<file path="src/rtl/i2s_rx_deserializer_pkg.sv">
// Shared definitions for the I2S receive deserializer: FSM states, I2S polarity
// constants and the saturating bit-counter helper.
package i2s_rx_deserializer_pkg;

    typedef enum logic [1:0] {
        S_IDLE  = 2'd0,
        S_ALIGN = 2'd1,
        S_RUN   = 2'd2
    } state_t;

    localparam logic WS_LEFT    = 1'b0;
    localparam int   BITCNT_W   = 6;
    localparam int   BITCNT_MAX = 63;

    function automatic logic [BITCNT_W-1:0] bitcnt_inc(input logic [BITCNT_W-1:0] cnt);
        return (cnt == BITCNT_W'(BITCNT_MAX)) ? cnt : cnt + 1'b1;
    endfunction

endpackage

</file>
<file path="src/rtl/i2s_rx_deserializer_sync_edge_detect.sv">
// Multi-stage synchroniser for one asynchronous input, with single-cycle
// rise/fall pulses derived from the synchronised level.
module i2s_rx_deserializer_sync_edge_detect #(
    parameter int SYNC_STAGES = 2
) (
    input  logic clk,
    input  logic rst_n,
    input  logic d,
    output logic q,
    output logic rise,
    output logic fall
);

    logic [SYNC_STAGES-1:0] sync_q;
    logic                   q_d;

    always_ff @(posedge clk or negedge rst_n) begin
        if (!rst_n) begin
            sync_q <= '0;
            q_d    <= 1'b0;
        end else begin
            sync_q <= {sync_q[SYNC_STAGES-2:0], d};
            q_d    <= sync_q[SYNC_STAGES-1];
        end
    end

    assign q    = sync_q[SYNC_STAGES-1];
    assign rise = q & ~q_d;
    assign fall = ~q & q_d;

endmodule

</file>
<file path="src/rtl/i2s_rx_deserializer.sv">
// I2S receiver: oversamples bclk/ws/data in the sysclk domain, assembles left/right
// words MSB-first and presents complete stereo pairs; a silent bclk forces silence.
module i2s_rx_deserializer
    import i2s_rx_deserializer_pkg::*;
#(
    parameter int SAMPLE_WIDTH   = 16,
    parameter int TIMEOUT_CYCLES = 4096,
    parameter int SYNC_STAGES    = 2
) (
    input  logic                           sysclk,
    input  logic                           reset_n,
    input  logic                           clkbd,
    input  logic                           wsbd,
    input  logic                           dabd,
    output logic signed [SAMPLE_WIDTH-1:0] audio_left,
    output logic signed [SAMPLE_WIDTH-1:0] audio_right,
    output logic                           sample_strobe,
    output logic                           locked,
    output logic                           frame_error
);

    localparam int IDLE_W = $clog2(TIMEOUT_CYCLES + 1);

    logic bclk_s, bclk_rise, bclk_fall;
    logic ws_s, ws_rise, ws_fall;
    logic da_s, da_rise, da_fall;
    logic unused_edges;

    i2s_rx_deserializer_sync_edge_detect #(.SYNC_STAGES(SYNC_STAGES)) u_sync_bclk (
        .clk  (sysclk),
        .rst_n(reset_n),
        .d    (clkbd),
        .q    (bclk_s),
        .rise (bclk_rise),
        .fall (bclk_fall)
    );

    i2s_rx_deserializer_sync_edge_detect #(.SYNC_STAGES(SYNC_STAGES)) u_sync_ws (
        .clk  (sysclk),
        .rst_n(reset_n),
        .d    (wsbd),
        .q    (ws_s),
        .rise (ws_rise),
        .fall (ws_fall)
    );

    i2s_rx_deserializer_sync_edge_detect #(.SYNC_STAGES(SYNC_STAGES)) u_sync_da (
        .clk  (sysclk),
        .rst_n(reset_n),
        .d    (dabd),
        .q    (da_s),
        .rise (da_rise),
        .fall (da_fall)
    );

    assign unused_edges = bclk_s ^ bclk_fall ^ ws_rise ^ ws_fall ^ da_rise ^ da_fall;

    state_t                          state;
    logic                            ws_prev;
    logic [BITCNT_W-1:0]             bitcnt;
    logic [IDLE_W-1:0]               idle_cnt;
    logic                            have_l;
    logic [SAMPLE_WIDTH-1:0]         sr;
    logic [SAMPLE_WIDTH-1:0]         sr_next;
    logic signed [SAMPLE_WIDTH-1:0]  hold_l;
    logic                            ws_chg;

    logic signed [SAMPLE_WIDTH-1:0]  left_p0;
    logic signed [SAMPLE_WIDTH-1:0]  right_p0;
    logic                            vld_p0;

    // The word including the bit on this edge; bits past SAMPLE_WIDTH are dropped.
    always_comb begin
        ws_chg  = ws_s ^ ws_prev;
        sr_next = sr;
        for (int i = 0; i < SAMPLE_WIDTH; i++) begin
            if (int'(bitcnt) == SAMPLE_WIDTH - 1 - i) begin
                sr_next[i] = da_s;
            end
        end
    end

    // ---- stage p0: word assembly and pair capture on each bclk rise ----
    always_ff @(posedge sysclk) begin
        if (bclk_rise) begin
            sr <= ws_chg ? '0 : sr_next;
            if (ws_chg && state == S_RUN) begin
                if (ws_prev == WS_LEFT) begin
                    hold_l <= $signed(sr_next);
                end else begin
                    left_p0  <= hold_l;
                    right_p0 <= $signed(sr_next);
                end
            end
        end
    end

    // ---- stage p1: FSM, link supervision and registered outputs ----
    always_ff @(posedge sysclk or negedge reset_n) begin
        if (!reset_n) begin
            state         <= S_IDLE;
            ws_prev       <= WS_LEFT;
            bitcnt        <= '0;
            idle_cnt      <= '0;
            have_l        <= 1'b0;
            vld_p0        <= 1'b0;
            audio_left    <= '0;
            audio_right   <= '0;
            sample_strobe <= 1'b0;
            locked        <= 1'b0;
            frame_error   <= 1'b0;
        end else begin
            sample_strobe <= 1'b0;
            frame_error   <= 1'b0;
            vld_p0        <= 1'b0;

            if (vld_p0) begin
                audio_left    <= left_p0;
                audio_right   <= right_p0;
                sample_strobe <= 1'b1;
                locked        <= 1'b1;
            end

            if (bclk_rise) begin
                idle_cnt <= '0;
                ws_prev  <= ws_s;
                bitcnt   <= ws_chg ? '0 : bitcnt_inc(bitcnt);
                case (state)
                    S_IDLE: begin
                        state <= S_ALIGN;
                    end
                    S_ALIGN: begin
                        if (ws_chg) begin
                            state  <= S_RUN;
                            have_l <= 1'b0;
                        end
                    end
                    S_RUN: begin
                        if (ws_chg) begin
                            if (ws_prev == WS_LEFT) begin
                                have_l <= 1'b1;
                            end else if (have_l) begin
                                vld_p0 <= 1'b1;
                                have_l <= 1'b0;
                            end
                        end else if (bitcnt == BITCNT_W'(BITCNT_MAX - 1)) begin
                            frame_error <= 1'b1;
                            locked      <= 1'b0;
                            have_l      <= 1'b0;
                            state       <= S_ALIGN;
                        end
                    end
                    default: begin
                        state <= S_IDLE;
                    end
                endcase
            end else if (idle_cnt != IDLE_W'(TIMEOUT_CYCLES)) begin
                idle_cnt <= idle_cnt + 1'b1;
                // Dead link: force silence once, then sit saturated until bclk returns.
                if (idle_cnt == IDLE_W'(TIMEOUT_CYCLES - 1)) begin
                    state       <= S_IDLE;
                    locked      <= 1'b0;
                    have_l      <= 1'b0;
                    audio_left  <= '0;
                    audio_right <= '0;
                end
            end
        end
    end

endmodule
</file>
<file path="config.mk">
export PLATFORM = sky130hd
export DESIGN_NAME = i2s_rx_deserializer
export DESIGN_NICKNAME = d
export VERILOG_FILES = /design/src/rtl/i2s_rx_deserializer_pkg.sv /design/src/rtl/i2s_rx_deserializer_sync_edge_detect.sv /design/src/rtl/i2s_rx_deserializer.sv
export SDC_FILE = /design/constraint.sdc
export NUM_CORES = 1
export LEC_CHECK = 0
export CORE_MARGIN = 3
export CORE_UTILIZATION = 43
export DETAILED_ROUTE_END_ITERATION = 8
export PLACE_DENSITY = 0.59
export SLEW_MARGIN = 30
export SYNTH_ARGS = -nofsm -noshare
export SYNTH_HDL_FRONTEND = slang
export SYNTH_HIERARCHICAL = 1
export SYNTH_SLANG_ARGS = --single-unit
</file>
<file path="constraint.sdc">
create_clock -name sysclk -period 4.85 [get_ports sysclk]
set_clock_uncertainty 0.2 [all_clocks]
set_input_delay 1.455 -clock sysclk [delete_from_list [all_inputs] [get_ports sysclk]]
set_output_delay 1.455 -clock sysclk [all_outputs]
set_load 0.01 [all_outputs]
</file>
---- After elaboration in Yosys (flattened, before gate mapping) ----
Cells that the tools add are included.
storage, ports and cells
  flip-flop bits (word level) ............. 130
  input port bits ......................... 5
  output and inout port bits .............. 35
  word-level logic and storage cells ...... 122
cells by class
  $add $sub $neg .......................... 2
  eq/ne operators ......................... 27
  mux-type cells .......................... 60
  bitwise operators ....................... 4
  reductions and logical operators ........ 10
operator list
  kind                                                                     number
  16-bit 2-to-1 mux                                                        8
  6-bit by 5-bit equality test with 1-bit output, second input constant    8
  1-bit 2-to-1 mux                                                         40
  13-bit 2-to-1 mux                                                        2
  6-bit by 4-bit equality test with 1-bit output, second input constant    4
  13-bit by 1-bit adder with 13-bit output, second input constant          1
  13-bit by 12-bit equality test with 1-bit output, second input constant  1
  13-bit inequality test, second input constant                            1
  6-bit by 3-bit equality test with 1-bit output, second input constant    2
  6-bit equality test, second input constant                               2
  2-bit 2-to-1 mux                                                         6
  6-bit 2-to-1 mux                                                         2
  5-bit AND reduction                                                      2
  6-bit by 1-bit adder with 6-bit output, second input constant            1
  6-bit by 2-bit equality test with 1-bit output, second input constant    1
  6-bit zero test                                                          1
  3-bit inequality test, second input constant                             2
  2-bit one-hot mux with 3 select lines                                    1
  3-bit AND reduction                                                      2
  4-bit by 3-bit inequality test with 1-bit output, second input constant  1
  2-bit nonzero test                                                       2
  3-bit by 1-bit inequality test with 1-bit output, second input constant  1
  3-bit by 2-bit inequality test with 1-bit output, second input constant  1
  2-bit by 1-bit equality test with 1-bit output, second input constant    1
  other kinds (9)                                                          10

---- Logic depth before layout (Yosys ltp) ----
Gate-level depths: netlist of the first run.
  word-level depth ........................ 5
  depth in mapped cells ................... 6
  depth with buffers taken out ............ 6

---- By module ----
Netlist of the first run, hierarchy kept.
modules (own cells, without submodules)
  module                                instances  cells an instance  area each (um^2)  seq. area each (um^2)
  i2s_rx_deserializer                   1          377                5088.6            3398.3
  i2s_rx_deserializer_sync_edge_detect  3          5                  90.1              75.1

---- Least setup slack after synthesis of the first run ----
Ideal clock, no wire load.
  path type ............................... reg2reg
  start ................................... reg u_sync_bclk.q_d
  end ..................................... reg left_p0[0], enable pin
  setup time .............................. 421 ps
  arrival ................................. 3251 ps
  required time ........................... 4229 ps
  path slack .............................. 978 ps
  stages on the path, launching flop included .. 5
  buffers on the path ..................... 0
  period minus slack after synthesis ...... 3872 ps
  cell sequence ........................... dfrtp_1 > nor2b_1 > nor2b_1 > nand2_1 > nor2_1
between the ends
  word-level cells in the longest chain between the ends .. 3
ends and longest elaborated chain
  item                           line                                        source
  start, declared                i2s_rx_deserializer_sync_edge_detect.sv:15  logic q_d;
  start signal, assigned         i2s_rx_deserializer_sync_edge_detect.sv:23  q_d <= sync_q[SYNC_STAGES-1];
  1-bit NOT                      i2s_rx_deserializer_sync_edge_detect.sv:28  assign rise = q & ~q_d;
  1-bit AND                      i2s_rx_deserializer_sync_edge_detect.sv:28
  named net bclk_rise            i2s_rx_deserializer.sv:24                   logic bclk_s, bclk_rise, bclk_fall;
  3-bit AND reduction (no line)  n/a
  end signal, assigned           i2s_rx_deserializer.sv:91                   left_p0 <= hold_l;
  end, declared                  i2s_rx_deserializer.sv:68                   logic signed [SAMPLE_WIDTH-1:0] left_p0;
The timed path passes the listed nets, and every way through them passes these cells.
A chain may end at the register's enable or synchronous reset.

---- Worst setup path after layout of the first run ----
  start ................................... reg audio_right[7]
  end ..................................... out audio_right[7]
RTL lines
  item                    line                        source
  start, declared         i2s_rx_deserializer.sv:16   output logic signed [SAMPLE_WIDTH-1:0] audio_right,
  start signal, assigned  i2s_rx_deserializer.sv:119  audio_right <= right_p0;
No word-level cell between the ends.

==> reports/qor.txt, run 1 <==
Final Cell Area: 6390 sq um
Final worst path period need: 2.96 ns
# Post-CTS Setup Buffers: 0
Slowest-stage cell, CP: clkdlybuf4s50_1
Sequential fraction of design power: 0.459
# DRC: 0
Peak supply drop: 0.207 mV
Sw Share: 0.224
Hold Path Class: reg -> reg
Largest net degree at the start of global routing: 45
Final Cycle Share: 0.611
Worst setup SP type: flop
Worst setup margin: 1.89 ns
Critical Path Sink Type: output pin
Final WL: 9130 um
Placed Area: 5790 sq um
DIE AREA: 13600 sq um
Int Pwr: 0.00216 W
Diodes inserted: 0
Largest stage delay on the critical path: 0.54 ns
Kind of critical path: reg -> out
Die X-Extent: 117 um
Rows: 39
Max Freq: 337 MHz
Worst slack, placed: 2.07 ns
Setup slack, reg-to-reg: 2.27 ns
Combinational share of power: 0.085
Commonest non-fill, non-tap cell in the layout: dfrtp_1
Crit-path cells: clkdlybuf4s50_1
Hold_ws: 0.147 ns
PortBufs: 39
Core area: 11700 sq um
Clock share of power: 0.456
Post-CTS Resized: 0
Slew Limit Fails: 0
Fraction of final layout cells with drive strength greater than 1: 0.139
Synthesis Warnings: 6
GRT Overall Usage: 0.156
P_sw: 0.000622 W
H-tree Lvls: 4
TritonRoute pass-1 iters: 5
CTS Hold Bufs: 0
Setup_tns: 0 ns
Layout Utilization: 0.545
Initial Util: 0.450
Skew-Pair Late Insertion Delay: 0.41 ns
Worst-margin pin slew: 0.807 ns
Die Ht: 117 um
Clock Tree Buf Depth: 2
Grt ovf: 0
Final #Nets: 444
ANT nets after route: 0
CTS tree: done
Max Cap Viol: 0
Syn Nets: 397
Clk root buf: clkbuf_16
Area grow syn2layout: 21.2%
Syn Inst Count: 385
RSZ-0062 raised after global routing: false
I/O pin cnt: 40
Initial antenna violation count: 0
Hpwl dp: 5680 um
Pleak: 2.50 nW
CTS Buf Count: 17
Max Fanout on Critical Path: 2
Worst Path Buf+Inv: 1
CP top delay family: buffers and inverters
First-pass GRT wire length: 15900 um
Vias/cell: 5.20
Mapped Area: 5270 sq um
Most frequent cells in the layout: 65 x dfrtp_1, 64 x edfxtp_1, 49 x nor2_1
Clk sink count: 130
Synthesized area per cell: 13.7 sq um
Slew HR: 0.460
CP arrival: 1.31 ns
Status: finished, final reports clean
Worst endpoint required time: 3.19 ns
Clock transition at path regs: 0.05 ns
RePlAce Congestion: 0.804
Vias after detailed routing: 3060
Routed wire per std cell: 15.5 um
P per Cell Area: 436 nW/um^2
Fillers: 973
Fin. Hold Viols: 0
Vias in the first global route: 3118
Final setup vio count: 0
DR iter-0 viols: 140
-- final cells by class --
type	count	area, sq um	share of cell area
clock buffer	21	460	0.0721
clock inverter	11	135	0.0212
inverter	10	37.5	0.00588
multi-input combinational	229	1570	0.245
sequential	130	3570	0.560
tap	143	179	0.0280
timing repair buffer	44	435	0.0682
-- final timing paths --
path | end | cells after the start | startpoint
setup reg to reg | audio_right[3]$_DFF_PN0_ | 5 | idle_cnt[0]$_DFFE_PN0P_
max in group asynchronous | vld_p0$_DFF_PN0_ | 2 | reset_n
hold reg to reg | u_sync_ws/sync_q[1]$_DFF_PN0_ | 0 | u_sync_ws/sync_q[0]$_DFF_PN0_
setup / recovery | audio_right[7] | 1 | audio_right[7]$_DFF_PN0_
min in group asynchronous | audio_left[13]$_DFF_PN0_ | 1 | reset_n
hold / removal | u_sync_ws/sync_q[1]$_DFF_PN0_ | 0 | u_sync_ws/sync_q[0]$_DFF_PN0_
-- registers in the layout, indices dropped and copies added (netlist names) --
| name | flops |
|---|---|
| state | 2 |
| u_sync_ws/sync_q | 2 |
| idle_cnt | 13 |
| audio_left | 16 |
| frame_error | 1 |
| u_sync_da/sync_q | 2 |
| have_l | 1 |
| sample_strobe | 1 |
| u_sync_bclk/q_d | 1 |
| locked | 1 |
| left_p0 | 16 |
| hold_l | 16 |
| right_p0 | 16 |
| sr | 16 |
| audio_right | 16 |
| ws_prev | 1 |
| vld_p0 | 1 |
| bitcnt | 6 |
| u_sync_bclk/sync_q | 2 |
-- layer usage --
layer	global-route usage	part of all wire
met5	0	0
met4	0.0650	0.015
met3	0.0565	0.043
met2	0.248	0.48
met1	0.195	0.46
-- power by group through the flow --
| stage | logic [W] | clock network (W) | registers [W] |
|---|---|---|---|
| after global placement | 0.000232 | 0 | 0.00130 |
| after global routing | 0.000268 | 0.00135 | 0.00129 |
| final | 0.000236 | 0.00127 | 0.00128 |
| after detailed placement | 0.000239 | 0 | 0.00130 |
| after CTS | 0.000240 | 0.00130 | 0.00128 |
| after floorplan | 0.000166 | 0 | 0.00129 |
-- metrics by stage --
| stage | power [W] | instances |
|---|---|---|
| after floorplan | 0.00145 | 385 |
| after global placement | 0.00153 | 555 |
| after detailed placement | 0.00154 | 556 |
| after CTS | 0.00282 | 588 |
| after global routing | 0.00291 | 588 |
| final | 0.00278 | 588 |
No activity file was read; power rests on OpenSTA's default activity.
==> run 2, diff against run 1 <==
--- a/config.mk
+++ b/config.mk
@@ -8,7 +8,7 @@
 export CORE_MARGIN = 3
 export CORE_UTILIZATION = 43
 export DETAILED_ROUTE_END_ITERATION = 8
-export PLACE_DENSITY = 0.59
+export PLACE_DENSITY = 0.61
 export SLEW_MARGIN = 30
 export SYNTH_ARGS = -nofsm -noshare
 export SYNTH_HDL_FRONTEND = slang
==> constraint.sdc (replaced) <==
create_clock -name sysclk -period 2.6 [get_ports sysclk]
set_clock_uncertainty 0.2 [all_clocks]
set_input_delay 0.78 -clock sysclk [delete_from_list [all_inputs] [get_ports sysclk]]
set_output_delay 0.78 -clock sysclk [all_outputs]
set_load 0.01 [all_outputs]
==> run 2 against run 1 <==
Compared with the run above:
- die area is the same
- global-route usage shrank 0.18 points
- clock power increased by 100%
- design area is 2.2% higher
==> reports/qor.txt, run 2 (synthesis gave the netlist of run 1 again) <==
Register-to-Register Path Depth: 5 (unchanged)
Diodes inserted: 0 (unchanged)
HP Start: u_sync_bclk/sync_q[0]$_DFF_PN0_ (was u_sync_ws/sync_q[0]$_DFF_PN0_)
Final worst path period need: 2.30 ns
Slew HR: 0.547 (was 0.460)
CTS Hold Bufs: 0 (unchanged)
Grt ovf: 0 (unchanged)
RSZ-0062 raised after global routing: false (unchanged)
Post-CTS Resized: 0 (unchanged)
Clk sink count: 130 (unchanged)
Initial antenna violation count: 0 (unchanged)
# Post-CTS Setup Buffers: 0 (unchanged)
CTS Buf Count: 17 (unchanged)
Final Cycle Share: 0.886
# DRC: 0 (unchanged)
Setup_tns: 0 ns (unchanged)
P per Cell Area: 828 nW/um^2 (was 436 nW/um^2)
Max Freq: 434 MHz
Reg2reg start: bitcnt[0]$_DFFE_PN0P_ (was idle_cnt[0]$_DFFE_PN0P_)
Routed wire per std cell: 15.5 um (about the same)
RR Endpoint: sr[4]$_SDFFCE_PN0P_ (was audio_right[3]$_DFF_PN0_)
Final WL: 9220 um (was 9130 um)
I/O pin cnt: 40 (unchanged)
PortBufs: 39 (unchanged)
RePlAce Congestion: 0.764 (was 0.804)
Worst-margin pin slew: 0.678 ns (was 0.807 ns)
TritonRoute pass-1 iters: 6 (was 5)
Max Fanout on Critical Path: 2 (unchanged)
Hold Path Class: reg -> reg (unchanged)
Setup slack, reg-to-reg: 0.33 ns (was 2.27 ns)
Critical Path Sink Type: output pin (unchanged)
Most frequent cells in the layout: 65 x dfrtp_1, 64 x edfxtp_1, 48 x nor2_1 (was 65 x dfrtp_1, 64 x edfxtp_1, 49 x nor2_1)
DIE AREA: 13600 sq um (unchanged)
Status: finished, final reports clean (unchanged)
Fin. Hold Viols: 0 (unchanged)
DR iter-0 viols: 159 (was 140)
GRT Overall Usage: 0.155 (was 0.156)
CP top delay family: buffers and inverters (unchanged)
CTS tree: done (unchanged)
Clock transition at path regs: 0.06 ns (was 0.05 ns)
Skew-Pair Late Insertion Delay: 0.42 ns (was 0.41 ns)
Largest net degree at the start of global routing: 67 (was 45)
Peak supply drop: 0.352 mV (was 0.207 mV)
Die Ht: 117 um (unchanged)
Max Cap Viol: 0 (unchanged)
Worst setup SP type: flop (unchanged)
H-tree Lvls: 4 (unchanged)
Fraction of final layout cells with drive strength greater than 1: 0.157 (was 0.139)
Vias after detailed routing: 3012 (was 3060)
Slew Limit Fails: 0 (unchanged)
Die X-Extent: 117 um (unchanged)
WHS Endpoint: u_sync_bclk/sync_q[1]$_DFF_PN0_ (was u_sync_ws/sync_q[1]$_DFF_PN0_)
Initial Util: 0.450 (unchanged)
ANT nets after route: 0 (unchanged)
Rows: 39 (unchanged)
Largest stage delay on the critical path: 0.55 ns (was 0.54 ns)
Worst Path Buf+Inv: 1 (unchanged)
Final #Nets: 451 (was 444)
Commonest non-fill, non-tap cell in the layout: dfrtp_1 (unchanged)
Core area: 11700 sq um (unchanged)
Vias/cell: 5.06 (was 5.20)
Vias in the first global route: 3067 (was 3118)
Pleak: 2.57 nW (was 2.50 nW)
Area grow syn2layout: 23.9% (was 21.2%)
Clock Tree Buf Depth: 2 (unchanged)
Hpwl dp: 5780 um (was 5680 um)
First-pass GRT wire length: 15700 um (was 15900 um)
Final setup vio count: 0 (unchanged)
CP arrival: 1.32 ns (was 1.31 ns)
Crit-path cells: clkdlybuf4s50_1 (unchanged)
Kind of critical path: reg -> out (unchanged)
Worst endpoint required time: 1.62 ns (was 3.19 ns)
Clk root buf: clkbuf_16 (unchanged)
Hold Path Depth: 0 (unchanged)
Layout Utilization: 0.558 (was 0.545)
Slowest-stage cell, CP: clkdlybuf4s50_1 (unchanged)
[run 2: cell types whose count changed in the layout (fill, tap and decap cells not counted), moves of 2 or more]
| cell | previous run | this run |
|---|---|---|
| buf_12 | 1 | 4 |
| buf_4 | 4 | 8 |
| bufinv_16 | 3 | 5 |
| clkinv_4 | 0 | 3 |
| clkbuf_1 | 2 | 0 |
| clkbuf_8 | 2 | 0 |
| clkinv_2 | 6 | 4 |
[run 2: worst max-delay path by stage]
| stage | startpoint | cells past startpoint | endpoint | slack (ns) |
|---|---|---|---|---|
| floorplan | u_sync_bclk/q_d$_DFF_PN0_ | 4 | left_p0[0]$_DFFE_PP_ | 0.04 |
| global placement | bitcnt[0]$_DFFE_PN0P_ | 5 | sr[8]$_SDFFCE_PN0P_ | 0.41 |
| detailed placement | bitcnt[0]$_DFFE_PN0P_ | 5 | sr[8]$_SDFFCE_PN0P_ | 0.37 |
| CTS | audio_right[4]$_DFF_PN0_ | 1 | audio_right[4] | 0.26 |
| global route | bitcnt[0]$_DFFE_PN0P_ | 5 | sr[4]$_SDFFCE_PN0P_ | 0.20 |
| finish | audio_right[4]$_DFF_PN0_ | 1 | audio_right[4] | 0.30 |
[run 2: area by class of cell]
class	count	area, sq um
inverters	10	37.5
flip-flops and latches	130	3570
fillers	963	5180
clock inverters	15	215
well taps	143	179
repair buffers	51	526
clock buffers	17	425
multi-input cells	229	1570
[run 2: stage by stage]
stage                     power (W)  setup slack [ns]  std cells  instance area, sq um  hold WS [ns]
final                       0.00541             0.297        595                  6530         0.150
after global routing        0.00564             0.198        595                  6530         0.164
after CTS                   0.00547             0.261        595                  6530         0.154
after detailed placement    0.00289             0.371        563                  5890         0.136
after global placement      0.00288             0.410        563                  5890         0.134
after floorplan             0.00271            0.0365        385                  5280         0.131
[run 2: power by group]
part	internal (W)	leakage, nW	switching [W]
Combinational	0.000221	0.779	0.000243
Clock	0.00169	0.310	0.000867
Sequential	0.00228	1.48	0.000105
Total	0.00419	2.57	0.00122
[run 2: per-layer routing]
layer  vias up  global-route usage  routed length (um)  part of all wire
met5         -                   0                   0                 0
met2        51               0.230                4240              0.46
met1      1465               0.200                4400              0.48
met3        15              0.0617                 394             0.043
met4         0              0.0696                 186             0.020
li1       1481                   -                   -                 -
